**src/rtl/digit_scan_mux_if.sv**
```systemverilog
// Interface for the digit scan controller: digit load bus and display-side outputs.
// The blink_mask signal exists only when BLINK_EN is defined.
interface digit_scan_mux_if #(
  parameter int NUM_DIGITS = 4
);
  logic [4*NUM_DIGITS-1:0] digits_in;
  logic                    load;
  logic                    blank_lz_en;
`ifdef BLINK_EN
  logic [NUM_DIGITS-1:0]   blink_mask;
`endif
  logic [3:0]              code_out;
  logic [NUM_DIGITS-1:0]   digit_sel;
  logic                    frame_done;
  logic                    pending;

  modport master (
    output digits_in, load, blank_lz_en,
`ifdef BLINK_EN
    output blink_mask,
`endif
    input  code_out, digit_sel, frame_done, pending
  );

  modport slave (
    input  digits_in, load, blank_lz_en,
`ifdef BLINK_EN
    input  blink_mask,
`endif
    output code_out, digit_sel, frame_done, pending
  );
endinterface

```
**src/rtl/digit_scan_mux.sv**
```systemverilog
// Multiplexed 7-segment scan controller with double-buffered digit codes and
// leading-zero blanking. Optional digit blinking is enabled by defining BLINK_EN.
module digit_scan_mux #(
  parameter int NUM_DIGITS   = 4,
  parameter int PRESCALE     = 50000,
  parameter int BLINK_FRAMES = 64
) (
  input  logic              clk,
  input  logic              rst_n,
  digit_scan_mux_if.slave   bus
);
  localparam int          PW    = (PRESCALE > 1) ? $clog2(PRESCALE) : 1;
  localparam int          IW    = $clog2(NUM_DIGITS);
  localparam logic [3:0]  BLANK = 4'd14;

  if (NUM_DIGITS < 2 || PRESCALE < 1 || BLINK_FRAMES < 1) begin : g_param_check
    $error("digit_scan_mux: invalid parameter value");
  end

  logic [PW-1:0]                r_presc;
  logic [IW-1:0]                r_idx;
  logic                         r_frame_done;
  logic                         r_pending;
  logic [NUM_DIGITS-1:0][3:0]   r_active;
  logic [NUM_DIGITS-1:0][3:0]   r_pend_buf;

  logic                         w_tick;
  logic                         w_wrap;
  logic                         w_run;
  logic [NUM_DIGITS-1:0]        w_lz;
  logic [3:0]                   w_raw;
  logic [3:0]                   w_code_lz;
  logic [3:0]                   w_code;

  assign w_tick = (r_presc == PW'(PRESCALE - 1));
  assign w_wrap = w_tick && (r_idx == IW'(NUM_DIGITS - 1));

  always_ff @(posedge clk or negedge rst_n) begin
    if (!rst_n) begin
      r_presc <= '0;
      r_idx   <= '0;
    end else if (w_tick) begin
      r_presc <= '0;
      r_idx   <= w_wrap ? '0 : r_idx + 1'b1;
    end else begin
      r_presc <= r_presc + 1'b1;
    end
  end

  always_ff @(posedge clk or negedge rst_n) begin
    if (!rst_n) begin
      r_frame_done <= 1'b0;
    end else begin
      r_frame_done <= w_wrap;
    end
  end

  // A load on the commit edge is captured but does not take part in that commit;
  // it stays pending and is committed at the next frame wrap.
  always_ff @(posedge clk or negedge rst_n) begin
    if (!rst_n) begin
      r_pend_buf <= {NUM_DIGITS{BLANK}};
      r_active   <= {NUM_DIGITS{BLANK}};
      r_pending  <= 1'b0;
    end else begin
      if (w_wrap && r_pending) begin
        r_active <= r_pend_buf;
      end
      if (bus.load) begin
        r_pend_buf <= bus.digits_in;
        r_pending  <= 1'b1;
      end else if (w_wrap) begin
        r_pending  <= 1'b0;
      end
    end
  end

  // w_lz[i] is set when digit i and every more significant digit are zero.
  always_comb begin
    w_run = 1'b1;
    w_lz  = '0;
    for (int i = NUM_DIGITS - 1; i >= 1; i--) begin
      w_run   = w_run & (r_active[i] == 4'd0);
      w_lz[i] = w_run;
    end
  end

  assign w_raw     = r_active[r_idx];
  assign w_code_lz = (bus.blank_lz_en && w_lz[r_idx]) ? BLANK : w_raw;

`ifdef BLINK_EN
  localparam int BW = (BLINK_FRAMES > 1) ? $clog2(BLINK_FRAMES) : 1;

  logic [BW-1:0] r_bcnt;
  logic          r_phase;

  always_ff @(posedge clk or negedge rst_n) begin
    if (!rst_n) begin
      r_bcnt  <= '0;
      r_phase <= 1'b1;
    end else if (w_wrap) begin
      if (r_bcnt == BW'(BLINK_FRAMES - 1)) begin
        r_bcnt  <= '0;
        r_phase <= ~r_phase;
      end else begin
        r_bcnt  <= r_bcnt + 1'b1;
      end
    end
  end

  assign w_code = (!r_phase && bus.blink_mask[r_idx]) ? BLANK : w_code_lz;
`else
  assign w_code = w_code_lz;
`endif

  assign bus.code_out   = w_code;
  assign bus.digit_sel  = NUM_DIGITS'(1) << r_idx;
  assign bus.frame_done = r_frame_done;
  assign bus.pending    = r_pending;
endmodule

```
**src/flat_wrapper.sv**
```systemverilog
// flat-port wrapper written by rule: the top's interface ports become plain ports
module digit_scan_mux_flat 
#(
  parameter int NUM_DIGITS   = 4,
  parameter int PRESCALE     = 50000,
  parameter int BLINK_FRAMES = 64
)
  (clk, rst_n, bus_digits_in, bus_load, bus_blank_lz_en, bus_code_out, bus_digit_sel, bus_frame_done, bus_pending);
  digit_scan_mux_if #(.NUM_DIGITS(NUM_DIGITS)) bus_i ();
  input  logic clk;
  input  logic rst_n;
  input wire logic [$bits(bus_i.digits_in)-1:0] bus_digits_in;
  input wire logic [$bits(bus_i.load)-1:0] bus_load;
  input wire logic [$bits(bus_i.blank_lz_en)-1:0] bus_blank_lz_en;
  output wire logic [$bits(bus_i.code_out)-1:0] bus_code_out;
  output wire logic [$bits(bus_i.digit_sel)-1:0] bus_digit_sel;
  output wire logic [$bits(bus_i.frame_done)-1:0] bus_frame_done;
  output wire logic [$bits(bus_i.pending)-1:0] bus_pending;
  assign bus_i.digits_in = bus_digits_in;
  assign bus_i.load = bus_load;
  assign bus_i.blank_lz_en = bus_blank_lz_en;
  assign bus_code_out = bus_i.code_out;
  assign bus_digit_sel = bus_i.digit_sel;
  assign bus_frame_done = bus_i.frame_done;
  assign bus_pending = bus_i.pending;
  digit_scan_mux #(.NUM_DIGITS(NUM_DIGITS), .PRESCALE(PRESCALE), .BLINK_FRAMES(BLINK_FRAMES)) u_core (.clk(clk), .rst_n(rst_n), .bus(bus_i));
endmodule
```
**config.mk**
```make
export PLATFORM = sky130hd
export DESIGN_NAME = digit_scan_mux_flat
export DESIGN_NICKNAME = d
export VERILOG_FILES = /design/src/rtl/digit_scan_mux_if.sv /design/src/rtl/digit_scan_mux.sv /design/src/flat_wrapper.sv
export SDC_FILE = /design/constraint.sdc
export NUM_CORES = 1
export LEC_CHECK = 0
export ABC_AREA = 0
export CORE_MARGIN = 2
export CORE_UTILIZATION = 30
export DETAILED_ROUTE_END_ITERATION = 8
export GPL_TIMING_DRIVEN = 0
export PLACE_DENSITY_LB_ADDON = 0.3
export RECOVER_POWER = 100
export SLEW_MARGIN = 5
export SYNTH_ARGS = -nofsm -noshare
export SYNTH_HDL_FRONTEND = slang
export SYNTH_SLANG_ARGS = --single-unit
```
**constraint.sdc**
```tcl
create_clock -name clk -period 4.9 [get_ports clk]
set_input_delay 0.735 -clock clk [delete_from_list [all_inputs] [get_ports clk]]
set_output_delay 0.735 -clock clk [all_outputs]
set_load 0.03 [all_outputs]
```
### Word-level counts from Yosys, hierarchy flattened

Cells that the tools add are included.
W data, S select, Z words.

| word-level totals | value |
|---|---|
| bits of input ports | 20 |
| register bits | 52 |
| output and inout bits | 10 |
| word-level logic and storage cells | 36 |

| cells by class | value |
|---|---|
| order comparisons | 1 |
| reductions and logical operators | 7 |
| $add $sub $neg | 2 |
| mux-type cells | 9 |
| bitwise logic cells | 2 |
| equality and inequality tests | 2 |
| shifts and indexed selects | 1 |

Operator list:

| kind | count |
|---|---|
| $add A16 B1 Y16 const B | 1 |
| $eq A16 B16 Y1 const B | 1 |
| $mux W16 | 1 |
| $logic_not A4 Y1 | 3 |
| $bmux W4 S2 | 1 |
| $mux W4 | 2 |
| $shl A1 B2 Y4 const A | 1 |
| $logic_and A1 B1 Y1 | 3 |
| $lt A2 B3 Y1 const B | 1 |
| $mux W1 | 3 |
| $add A2 B1 Y2 const B | 1 |
| $and A1 B1 Y1 | 2 |
| $bmux W1 S2 | 1 |
| $eq A2 B2 Y1 const B | 1 |
| $mux W2 | 1 |
| $reduce_bool A2 Y1 | 1 |

### Longest topological paths before layout

| depth | value |
|---|---|
| depth after elaboration | 7 |
| gate-level depth with buffers | 7 |
| depth with buffers taken out | 5 |

### Least setup slack after synthesis

OpenSTA, ideal clock, no wires.

| timing | value |
|---|---|
| kind | reg2out |
| start point | register u_core.r_idx[0] |
| end point | output bus_code_out[1] |
| cell stages (with the launch flop) | 4 |
| path slack | 2.598 ns |
| data required time | 4.165 ns |
| arrival | 1.567 ns |
| path buffers | 1 |
| cells stage by stage | dfrtp_1 clkbuf_1 mux4_2 or2_2 |

| on the way | value |
|---|---|
| cells in the longest elaborated chain, start to end | 4 |
| elaborated cells between the ends (all ways) | 6 |
| classes of those cells | 5 x mux; 1 x reduce/logical |

RTL lines:

| element | RTL line | RTL |
|---|---|---|
| from (decl) | digit_scan_mux.sv:21 | `logic [IW-1:0] r_idx;` |
| from (signal assigned) | digit_scan_mux.sv:44 | `r_idx <= w_wrap ? '0 : r_idx + 1'b1;` |
| $bmux W1 S2 | digit_scan_mux.sv:89 | `assign w_code_lz = (bus.blank_lz_en && w_lz[r_idx]) ? BLANK : w_raw;` |
| $mux W1 (implied by the code) | digit_scan_mux.sv:89 |  |
| $logic_and A1 B1 Y1 | digit_scan_mux.sv:89 |  |
| $mux W4 (*) | digit_scan_mux.sv:89 |  |
| to (decl) | flat_wrapper.sv:15 | `output wire logic [$bits(bus_i.code_out)-1:0] bus_code_out;` |

Mark *: on every way between the ends. The rest lies on a longest branch, timed or not. The select of a mux whose other input is x is not followed.

### Worst setup path after layout

| timing | value |
|---|---|
| start point | register u_core.r_presc[5] |
| end point | register u_core.r_active[4] in the netlist's numbering |

| on the way | value |
|---|---|
| cells in the longest elaborated chain, start to end | 3 |

RTL lines:

| element | RTL line | RTL |
|---|---|---|
| from (decl) | digit_scan_mux.sv:20 | `logic [PW-1:0] r_presc;` |
| from (signal assigned) | digit_scan_mux.sv:46 | `r_presc <= r_presc + 1'b1;` |
| $eq A16 B16 Y1 | digit_scan_mux.sv:35 | `assign w_tick = (r_presc == PW'(PRESCALE - 1));` |
| $logic_and A1 B1 Y1 | digit_scan_mux.sv:36 | `assign w_wrap = w_tick && (r_idx == IW'(NUM_DIGITS - 1));` |
| $logic_and A1 B1 Y1 | digit_scan_mux.sv:66 | `if (w_wrap && r_pending) begin` |
| to (signal assigned) | digit_scan_mux.sv:63 | `r_active <= {NUM_DIGITS{BLANK}};` |
| to (signal assigned) | digit_scan_mux.sv:67 | `r_active <= r_pend_buf;` |
| to (decl) | digit_scan_mux.sv:24 | `logic [NUM_DIGITS-1:0][3:0] r_active;` |

Every way passes these cells.
A chain may end at the register's enable or synchronous reset.

==> flow_metrics.env <==
export IMPL_reg2reg_from="u_core.r_presc[5]"
export IMPL_htreeDepth=2
export IMPL_grt_pass1_wl_microns=7210
export IMPL_rows=32
export IMPL_dp_slack_ns=1.901
export IMPL_cp_common_cell="clkbuf_1"
export IMPL_initial_core_util_pct=30.50
export IMPL_power_share_clock_pct=37.9
export IMPL_min_period_ns=3.396
export IMPL_final_nets=233
export IMPL_cp_required_ns=5.10
export IMPL_post_cts_buffers=0
export IMPL_yosys_warnings=0
export IMPL_synth_seq_cells=52
export IMPL_postSynthAreaPerCell_sq_um=13.56
export IMPL_synth_fp_nets=197
export IMPL_reg2reg_slack_ns=1.50
export IMPL_n_antenna_cell=0
export IMPL_insertion_delay_ns=0.31
export IMPL_vdd_drop_max_v=0.00009902
export IMPL_async_flop_share_pct=100.0
export IMPL_grt_usage_pct=11.00
export IMPL_finalNonFillerCells=311
export IMPL_cts_sinks=52
export IMPL_switching_share_pct=21.35
export IMPL_arrival_ns=3.59
export IMPL_startpoint_type="flop"
export IMPL_multi_input_area_sq_um=925.9
export IMPL_maxCapViolations=1
export IMPL_final_layout_size_suffix_gt1_share_pct=29.19
export IMPL_postCtsHoldBufs=0
export IMPL_holdPathEnd="u_core.r_active[0]"
export IMPL_post_place_cells=303
export IMPL_hpwl_microns=3059
export IMPL_area_growth_pct=20.82
export IMPL_drv_slew=32
export IMPL_drt_wl_total_microns=4133
export IMPL_status="complete, but fails checks"
export IMPL_worstReg2RegEnd="u_core.r_active[4]"
export IMPL_crit_path_max_incr_delay_ns=0.85
export IMPL_vias_per_cell=4.588
export IMPL_power_density_nw_per_um2=283.7
export IMPL_hold_path_class="reg -> reg"
export IMPL_cts_resized=0
export IMPL_r2r_cells=6
export IMPL_die_area_sq_um=8495
export IMPL_power_switching_mw=0.1707
export IMPL_dieWidth_microns=92.17
export IMPL_crit_buf_inv=2
export IMPL_grt_max_degree=32
export IMPL_synthCells=172
export IMPL_ys_flop_type="dfrtp_1"
export IMPL_hold_path_startpoint="u_core.r_active[0]"
export IMPL_p_int_mw=0.6287
export IMPL_wire_per_inst_microns=13.29
export IMPL_cts_tree="done"
export IMPL_io_pins=30
export IMPL_drc=0
export IMPL_rsz0062_at_grt="false"
export IMPL_setup_viol=0
export IMPL_syn_area_sq_um=2332
export IMPL_path_cells="or4b_1, nor4_1, and3_1, clkbuf_1, clkbuf_1, mux2_1"
export IMPL_regArea_sq_um=1331
export IMPL_crit_path_max_fanout=10
export IMPL_grt_pass1_vias=1418
export IMPL_violations="max-capacitance violations, max-slew violations"
export IMPL_ant_nets=0
export IMPL_fp_coreArea_sq_um=7647
export IMPL_setup_tns_final_ns=0
export IMPL_crit_family="simple AND/OR/NAND/NOR gates"
export IMPL_drt_iter0_markers=39
export IMPL_synth_seq_area_share_pct=57.08
export IMPL_via_count=1427
export IMPL_holdPathStages=1
export IMPL_gp_congestion=0.7833
export IMPL_power_share_combinational_pct=5.0
export IMPL_ys_types=34
export IMPL_slew_headroom_pct=-7.655
export IMPL_cts_made_buffers=5
export IMPL_slowest_stage="nor4_1"
export IMPL_p_leak_nw=1.195
export IMPL_seqPwrFrac_pct=57.1
export IMPL_clock_path_buffers=2
export IMPL_grt_antenna_before_repair=0
export IMPL_nFillCells=732
export IMPL_synth_edff_count=0
export IMPL_path_class="reg -> reg"
export IMPL_worst_setup_path_end_kind="flop"
export IMPL_period_share_pct=69.30
export IMPL_overflow=0
export IMPL_finalHoldViolCount=0
export IMPL_fmax_mhz=294.5
export IMPL_fin_skew_ns=0.01021
export IMPL_clockRootBuffer="clkbuf_8"
export IMPL_layout_setup_ws_ns=1.504
export IMPL_clk_pin_slew_worst_paths_ns=0.10
export IMPL_worst_pin_slew_ns=1.615
export IMPL_die_h_microns=92.17
export IMPL_drtPass1Iterations=4
export IMPL_numPortBuffers=28
-- worst max-delay path by stage --
stage	startpoint	endpoint	slack [ns]	cells past startpoint
3_3_place_gp	rst_n	u_core.r_pend_buf[4]	1.51	1
6_report	u_core.r_presc[5]	u_core.r_active[4]	1.50	6
2_1_floorplan	u_core.r_idx[0]	bus_code_out[1]	2.60	3
4_1_cts	u_core.r_idx[0]	bus_code_out[2]	1.55	4
5_1_grt	u_core.r_presc[5]	u_core.r_active[4]	1.01	6
3_5_place_dp	u_core.r_idx[0]	bus_code_out[2]	1.90	4
-- cells in the mapped netlist, types with 2 or more instances --
library cell,count,area [sq um]
nor3_1,2,10.01
inv_1,5,18.77
a21oi_1,2,10.01
o21ai_0,4,20.02
ha_1,5,62.56
nand3_1,5,25.02
mux2_1,10,112.6
mux4_2,4,90.09
xnor2_1,8,70.07
nor2_1,10,37.54
and4_1,2,17.52
dfstp_2,24,630.6
nor4_1,4,25.02
dfrtp_1,28,700.7
clkbuf_1,3,11.26
or2_2,3,18.77
nand2_1,8,30.03
mux2_2,22,247.7
nand4_1,5,31.28
xor2_1,4,35.03
-- power by group through the flow --
stage	sequential (mW)	combinational (mW)	clock (mW)
global route	0.459	0.0447	0.331
global placement	0.464	0.0411	0
detailed placement	0.465	0.0437	0
CTS	0.457	0.0437	0.313
finish	0.456	0.0396	0.303
floorplan	0.462	0.0167	0
-- cell type report --
class                      instances  area share (%)
buffer                             6          0.7993
clock buffer                       5           2.442
clock inverter                     3           1.599
inverter                           5          0.6661
multi-input combinational        109           32.86
sequential                        52           47.25
tap                              102           4.529
timing repair buffer              29           9.858
-- placed cells by master (no fill, tap or decap) --
cell | synthesis | final
mux4_2 | 4 | 4
nand2b_1 | 1 | 1
nand3b_1 | 1 | 1
nor4_1 | 4 | 5
dlygate4sd3_1 | 0 | 10
clkbuf_1 | 3 | 8
ha_1 | 5 | 5
a21o_1 | 1 | 1
clkdlybuf4s50_1 | 0 | 17
o21ai_0 | 4 | 4
inv_1 | 5 | 5
or3_1 | 1 | 1
nor2_1 | 10 | 10
and2_1 | 1 | 1
and4_1 | 2 | 2
or4b_1 | 1 | 2
mux2_2 | 22 | 22
xnor2_1 | 8 | 8
nand3_1 | 5 | 5
inv_4 | 0 | 1
mux2_1 | 10 | 10
mux2i_1 | 1 | 1
nand4_1 | 5 | 5
and3_1 | 1 | 1
inv_6 | 0 | 1
nor3_1 | 2 | 2
a21oi_1 | 2 | 2
bufinv_16 | 0 | 1
nor2b_1 | 1 | 1
dfstp_2 | 24 | 24
nand2_1 | 8 | 8
xor2_1 | 4 | 4
clkbuf_8 | 0 | 5
or2_2 | 3 | 3
dfrtp_1 | 28 | 28
-- through the flow --
stage          instance area (sq um)  util [%]  hold WS, ns  total power [mW]
2_1_floorplan                   2332         -       0.4394            0.4783
3_3_place_gp                    2740     35.83       0.4721            0.5054
3_5_place_dp                    2763     36.13       0.4748            0.5083
4_1_cts                         2877     37.61       0.4983            0.8132
5_1_grt                         2818     36.85       0.5203            0.8343
6_report                        2818     36.85       0.4910            0.7993
-- sequential cells by signal, summed over array words and instances, names as in the netlist --
signal and flops:
u_core.r_pend_buf 16, u_core.r_idx 2, u_core.r_active 16, u_core.bus.pending 1, u_core.bus.frame_done 1, u_core.r_presc 16
-- layer usage --
layer,wire length [microns],GRT usage (%)
met3,86,2.301
met1,2068,15.78
met5,0,0
met2,1882,15.81
met4,96,5.224
-- cells by family (layout without fill, tap and decap cells) --
group / after synthesis / in the layout / synth area share, %
buffers and inverters: 11 / 48 / 2.414
XOR/XNOR: 12 / 12 / 4.506
multiplexers: 37 / 37 / 19.74
AO/OA/AOI/OAI: 7 / 7 / 1.610
adder cells (fa/ha/maj): 5 / 5 / 2.682
AND/OR/NAND/NOR: 48 / 48 / 11.96
flip-flops: 52 / 52 / 57.08
Power figures use the tool's default switching activity.
